===== src/rtl/uart_pkg.sv =====
// Shared types and elaboration-time helpers for the parametrised UART receiver.
package uart_pkg;

  typedef enum logic [2:0] {
    ST_IDLE,
    ST_START,
    ST_DATA,
    ST_PAR,
    ST_STOP
  } state_e;

  localparam int unsigned PAR_NONE = 0;
  localparam int unsigned PAR_EVEN = 1;
  localparam int unsigned PAR_ODD  = 2;

  // Bits needed to hold 0..value-1; never less than 1 so counters stay legal.
  function automatic int unsigned clog2(input int unsigned value);
    int unsigned result;
    int unsigned v;
    result = 0;
    v = (value == 0) ? 0 : value - 1;
    for (int unsigned i = 0; i < 32; i++) begin
      if ((v >> i) != 0) result = i + 1;
    end
    return (result == 0) ? 1 : result;
  endfunction

  function automatic int unsigned clks_per_bit(input int unsigned clk_hz,
                                               input int unsigned baud);
    return clk_hz / baud;
  endfunction

endpackage


===== src/rtl/uart_rx_sync.sv =====
// Multi-stage synchroniser for the asynchronous serial line; resets to the idle (high) level.
module uart_rx_sync #(
  parameter int unsigned SYNC_STAGES = 2
) (
  input  logic clock,
  input  logic reset,
  input  logic d,
  output logic q
);

  logic [SYNC_STAGES-1:0] sync_q;
  logic [SYNC_STAGES-1:0] sync_d;

  // Shift the raw line one stage deeper each clock.
  always_comb begin
    sync_d = {sync_q[SYNC_STAGES-2:0], d};
  end

  // Stage registers; reset to 1 so a reset never looks like a start bit.
  always_ff @(posedge clock) begin
    if (reset) sync_q <= '1;
    else       sync_q <= sync_d;
  end

  assign q = sync_q[SYNC_STAGES-1];

endmodule


===== src/rtl/uart_rx_param.sv =====
// Parametrised oversampling UART receiver with parity/framing/overrun flags and a valid/ready output.
module uart_rx_param
  import uart_pkg::*;
#(
  parameter int unsigned CLK_FREQ_HZ = 25000000,
  parameter int unsigned BAUD        = 9600,
  parameter int unsigned DATA_BITS   = 8,
  parameter int unsigned PARITY      = 0,
  parameter int unsigned STOP_BITS   = 1,
  parameter int unsigned SYNC_STAGES = 2
) (
  input  logic                 clock,
  input  logic                 reset,
  input  logic                 input_stream,
  output logic [DATA_BITS-1:0] output_stream,
  output logic                 out_valid,
  input  logic                 out_ready,
  output logic                 parity_err,
  output logic                 frame_err,
  output logic                 overrun,
  output logic                 busy
);

  localparam int unsigned CLKS_PER_BIT = clks_per_bit(CLK_FREQ_HZ, BAUD);
  localparam int unsigned HALF_BIT     = CLKS_PER_BIT / 2;
  localparam int unsigned CW           = clog2(CLKS_PER_BIT);
  localparam int unsigned BW           = clog2(DATA_BITS + 1);

  localparam logic [CW-1:0] BAUD_RELOAD = CW'(CLKS_PER_BIT - 1);
  localparam logic [CW-1:0] HALF_RELOAD = CW'(HALF_BIT - 1);
  localparam logic [BW-1:0] LAST_DATA   = BW'(DATA_BITS - 1);
  localparam logic [BW-1:0] LAST_STOP   = BW'(STOP_BITS - 1);
  localparam logic          ODD_MODE    = (PARITY == PAR_ODD);
  localparam logic          HAS_PARITY  = (PARITY != PAR_NONE);

  logic rx;

  state_e                 state_q, state_d;
  logic [CW-1:0]          baud_cnt_q, baud_cnt_d;
  logic [BW-1:0]          bit_cnt_q, bit_cnt_d;
  logic [DATA_BITS-1:0]   shift_q, shift_d;
  logic                   par_pend_q, par_pend_d;
  logic                   frm_pend_q, frm_pend_d;
  logic                   armed_q, armed_d;
  logic [DATA_BITS-1:0]   data_q, data_d;
  logic                   out_valid_q, out_valid_d;
  logic                   parity_err_q, parity_err_d;
  logic                   frame_err_q, frame_err_d;
  logic                   overrun_q, overrun_d;

  logic tick;
  logic deliver;
  logic accept;

  uart_rx_sync #(.SYNC_STAGES(SYNC_STAGES)) u_sync (
    .clock (clock),
    .reset (reset),
    .d     (input_stream),
    .q     (rx)
  );

  assign tick    = (baud_cnt_q == '0);
  assign deliver = (state_q == ST_STOP) && tick && (bit_cnt_q == LAST_STOP);
  assign accept  = out_valid_q && out_ready;

  // All state, counters and output holding registers.
  always_ff @(posedge clock) begin
    if (reset) begin
      state_q      <= ST_IDLE;
      baud_cnt_q   <= '0;
      bit_cnt_q    <= '0;
      shift_q      <= '0;
      par_pend_q   <= 1'b0;
      frm_pend_q   <= 1'b0;
      armed_q      <= 1'b1;
      data_q       <= '0;
      out_valid_q  <= 1'b0;
      parity_err_q <= 1'b0;
      frame_err_q  <= 1'b0;
      overrun_q    <= 1'b0;
    end else begin
      state_q      <= state_d;
      baud_cnt_q   <= baud_cnt_d;
      bit_cnt_q    <= bit_cnt_d;
      shift_q      <= shift_d;
      par_pend_q   <= par_pend_d;
      frm_pend_q   <= frm_pend_d;
      armed_q      <= armed_d;
      data_q       <= data_d;
      out_valid_q  <= out_valid_d;
      parity_err_q <= parity_err_d;
      frame_err_q  <= frame_err_d;
      overrun_q    <= overrun_d;
    end
  end

  // Frame sequencing: leave STOP on its last mid-bit sample so back-to-back frames are caught.
  always_comb begin
    state_d = state_q;
    case (state_q)
      ST_IDLE:  if (armed_q && !rx) state_d = ST_START;
      ST_START: if (tick) state_d = rx ? ST_IDLE : ST_DATA;
      ST_DATA:  if (tick && (bit_cnt_q == LAST_DATA)) state_d = HAS_PARITY ? ST_PAR : ST_STOP;
      ST_PAR:   if (tick) state_d = ST_STOP;
      ST_STOP:  if (tick && (bit_cnt_q == LAST_STOP)) state_d = ST_IDLE;
      default:  state_d = ST_IDLE;
    endcase
  end

  // Baud/bit counters, data shifter, pending error flags and break re-arm.
  always_comb begin
    baud_cnt_d = baud_cnt_q;
    bit_cnt_d  = bit_cnt_q;
    shift_d    = shift_q;
    par_pend_d = par_pend_q;
    frm_pend_d = frm_pend_q;
    armed_d    = armed_q;

    if (state_q == ST_IDLE)  baud_cnt_d = HALF_RELOAD;
    else if (tick)           baud_cnt_d = BAUD_RELOAD;
    else                     baud_cnt_d = baud_cnt_q - CW'(1);

    case (state_q)
      ST_IDLE: begin
        bit_cnt_d  = '0;
        par_pend_d = 1'b0;
        frm_pend_d = 1'b0;
        if (rx) armed_d = 1'b1;
      end
      ST_DATA: begin
        if (tick) begin
          shift_d   = {rx, shift_q[DATA_BITS-1:1]};
          bit_cnt_d = (bit_cnt_q == LAST_DATA) ? '0 : bit_cnt_q + BW'(1);
        end
      end
      ST_PAR: begin
        if (tick) par_pend_d = (^shift_q) ^ rx ^ ODD_MODE;
      end
      ST_STOP: begin
        if (tick) begin
          bit_cnt_d = bit_cnt_q + BW'(1);
          if (!rx) begin
            frm_pend_d = 1'b1;
            armed_d    = 1'b0;
          end
        end
      end
      default: ;
    endcase
  end

  // Output word and flags: load on delivery (the stop sample itself folds into frame_err), clear on acceptance.
  always_comb begin
    data_d       = data_q;
    out_valid_d  = out_valid_q;
    parity_err_d = parity_err_q;
    frame_err_d  = frame_err_q;
    overrun_d    = overrun_q;
    if (deliver) begin
      data_d       = shift_q;
      out_valid_d  = 1'b1;
      parity_err_d = HAS_PARITY && par_pend_q;
      frame_err_d  = frm_pend_q | ~rx;
      overrun_d    = out_valid_q && !out_ready;
    end else if (accept) begin
      out_valid_d  = 1'b0;
      parity_err_d = 1'b0;
      frame_err_d  = 1'b0;
      overrun_d    = 1'b0;
    end
  end

  assign output_stream = data_q;
  assign out_valid     = out_valid_q;
  assign parity_err    = parity_err_q;
  assign frame_err     = frame_err_q;
  assign overrun       = overrun_q;
  assign busy          = (state_q != ST_IDLE);

endmodule


===== config.mk =====
export PLATFORM = sky130hd
export DESIGN_NAME = uart_rx_param
export DESIGN_NICKNAME = d
export VERILOG_FILES = /design/src/rtl/uart_pkg.sv /design/src/rtl/uart_rx_sync.sv /design/src/rtl/uart_rx_param.sv
export SDC_FILE = /design/constraint.sdc
export NUM_CORES = 1
export LEC_CHECK = 0
export ABC_AREA = 1
export BUFFER_PORTS_ARGS = -buffer_cell sky130_fd_sc_hd__buf_2
export CORE_MARGIN = 2
export CORE_UTILIZATION = 50
export CTS_BUF_LIST = sky130_fd_sc_hd__clkbuf_8 sky130_fd_sc_hd__clkbuf_16
export CTS_CLUSTER_DIAMETER = 120
export DETAILED_ROUTE_END_ITERATION = 8
export PLACE_DENSITY = 0.69
export SYNTH_ARGS = -nofsm -noshare
export SYNTH_HDL_FRONTEND = slang
export SYNTH_SLANG_ARGS = --single-unit

===== constraint.sdc =====
create_clock -name clock -period 4.2 [get_ports clock]
set_clock_uncertainty 0.1 [all_clocks]
set_input_delay 0.42 -clock clock [delete_from_list [all_inputs] [get_ports clock]]
set_output_delay 0.42 -clock clock [all_outputs]
set_load 0.02 [all_outputs]

==> flow_summary.toml <==
[pwr]
combPwrFrac_pct = 33.7
p_per_area_mw_per_mm2 = 545
pwr-share-clk_pct = 26.8
irDropWorstVdd_v = 0.000264
seqPwrFrac_pct = 39.5
intPower_uw = 737
p_leak_uw = 0.000951
p_switching_uw = 471
p_sw_share_pct = 39.0

[place]
hpwl_um = 2740
dp.cells = 323
portBuffers = 15
pre_cts_slack_ps = 2300
gp_congestion = 0.851

[die]
row_count = 23
core_area_mm2 = 0.00397
die_w_um = 67.8
io_pins = 17
design.die.area_mm2 = 0.00460
initial_utilization_pct = 51.3
die_h_um = 67.8

[final_layout]
stdcell_count = 331
layout.nets = 287
fill_cells = 393
syn_to_final_growth_pct = 8.72
antennaDiodeCount = 0
drive_gt1_share_pct = 22.4

[critical_path]
startpoint_type = "register"
cpPeakStageDelay_ps = 380
crit_path_end_kind = "output port"
required_ps = 3680
crit_arrival_ps = 1450
path_buf_inv = 3
path_cells = "nor2_4 > inv_2 > nor2_4 > inv_2 > buf_2"
critical_path.top_delay_family = "buffers and inverters"
criticalPathCategory = "reg2out"
critical_path.max_fanout = 9
crit_slowest_cell = "dfxtp_1"

[synth]
synthTopCellsByArea = "dfxtp_1 (41%), a21oi_1 (6.4%), nand3_1 (6.4%), nand2_1 (6.1%), inv_1 (5.5%)"
ys_ff_latch = 42
synth_cell_type_count = 33
syn_area_mm2 = 0.00204
synth_compound_area_share_pct = 15.3
ys_seq_area_share_pct = 41.3
synth_fp_nets = 272
yosysWarnings = 0
synth_top_family_by_area = "simple AND/OR/NAND/NOR gates"
synth_mux_area_share_pct = 0
synthCells = 265
synthAdderAreaFrac_pct = 1.84
yosys.area_share.simple_pct = 30.0
synth_xor_area_share_pct = 0.430
avgSynthCellArea_um2 = 7.69
synth_top_area_cell = "dfxtp_1"
synth_top_area_share_pct = 41.3

[global_route]
grt_first_pass_wirelength_um = 6560
first_global_vias = 1465
grt_overflow = 0
antenna_found_initial = 0
grt_max_degree = 25
gr-usage-all-layers_pct = 19.0

[sta]
rsz0062_at_grt = "false"
fin_crit_ps = 1970
final.setup.tns_ps = 0
maxClockFrequency_mhz = 507
fin_crit_sh_pct = 47.0
slew_viol_final = 0
worst_slack_ps = 2230
final-setup-viol-count = 0
finalHoldViolations = 0

[routing]
drtIter0Drc = 129
num_vias = 1680
avgRoutedWirePerCell_um = 11.9
drtAntennaViolNets = 0
viasPerCell = 5.08
drc = 0
wl_um = 3950
first_pass_iters = 4

[clock_tree]
clkTransAtPathRegs_ps = 90
cts-root-buf = "clkbuf_8"
cts_sinks = 42
cts_resized = 0
clock_path_buffers = 2
cts_tree = "done"
cts_setup_buffers = 0
cts_hold_buffers = 0
cts.htree.levels = 2
clk_latency_ps = 300
cts_made_buffers = 5

[flow_run]
maxCapViolCount = 0

[status]
status = "completed"

[hold_path]
hold_path.class = "in2reg"
## metrics by stage
step / power (µW) / hold slack [ps] / instance area, µm² / util, %
finish: 1210 / 198 / 2210 / 55.8
global route: 1280 / 193 / 2210 / 55.8
CTS: 1210 / 192 / 2210 / 55.8
detailed placement: 889 / 300 / 2100 / 53.0
global placement: 886 / 292 / 2100 / 53.0
floorplan: 821 / 289 / 2040 / -
## power groups by stage
stage	Combinational, µW	Sequential [µW]	Clock [µW]
finish	407	477	324
global route	457	482	343
CTS	408	476	327
detailed placement	404	485	0
global placement	402	483	0
floorplan	343	478	0
## kinds of logic (layout without fill, tap and decap cells)
kind of cell | count (synthesis) | after routing
other | 1 | 1
buffers and inverters | 48 | 64
adders and majority gates | 3 | 3
AOI/OAI and AO/OA | 56 | 56
xor gates and xnor gates | 1 | 1
DFF | 42 | 42
and+or+nand+nor | 114 | 114
## synth_stat cells (all sizes together)
library cell,number
clkbuf,3
nand2,44
or2,3
conb,1
a21oi,29
buf,4
nor2,29
nor3,5
inv,41
o21ai,21
o211ai,1
ha,3
a31oi,3
nand3,30
o21bai,1
dfxtp,42
xor2,1
nand4,3
o2111ai,1
## state kept, by name (all words and copies together), names as in the netlist
name / cells
overrun: 1
out_valid: 1
shift_q: 8
bit_cnt_q: 4
output_stream: 8
state_q: 3
u_sync.sync_q: 2
frm_pend_q: 1
baud_cnt_q: 12
armed_q: 1
frame_err: 1
## layout make-up
type	count	area, µm²	share of cell area [%]
Clock inverter	3	41.3	1.86
Sequential cell	42	841	38.0
Timing Repair Buffer	15	75.1	3.39
Tap cell	50	62.6	2.82
Multi-Input combinational cell	175	972	43.9
Inverter	41	154	6.95
Clock buffer	5	68.8	3.11
## per-layer routing
metal  vias up  part of all wire [%]  track usage (%)
li1        890                     -                -
met1       769                    50             24.5
met2        15                    46             30.6
met3         6                   2.5             4.44
met4         0                   1.7             8.00
met5         -                     0                0
## worst paths after layout
check | start | to | slack (ps) | cells after the start
max | state_q[1] | busy | 2230 | 5
min | input_stream | u_sync.sync_q[0] | 200 | 2
max reg2reg | baud_cnt_q[0] | output_stream[1] | 2290 | 9
min reg2reg | u_sync.sync_q[0] | u_sync.sync_q[1] | 320 | 1
## layout by cell type (no fill, tap or decap)
cell        count
nand3_1        26
buf_2          15
o21ai_0        16
nor3_1          4
nor2_2          1
a21oi_2         3
or2_2           3
clkinvlp_4      1
o2111ai_1       1
nand3_4         1
nor3_2          1
o21ai_2         2
xor2_1          1
nor2_1         23
o211ai_1        1
o21bai_1        1
nor2_4          4
conb_1          1
clkbuf_8        5
inv_2          11
a21oi_1        26
nand3_2         3
inv_1          31
ha_1            3
nor2_8          1
nand2_2         8
dfxtp_1        42
nand4_1         3
bufinv_16       1
nand2_1        33
nand2_4         3
o21ai_1         3
a31oi_1         3
No activity file was read; power rests on OpenSTA's default activity.
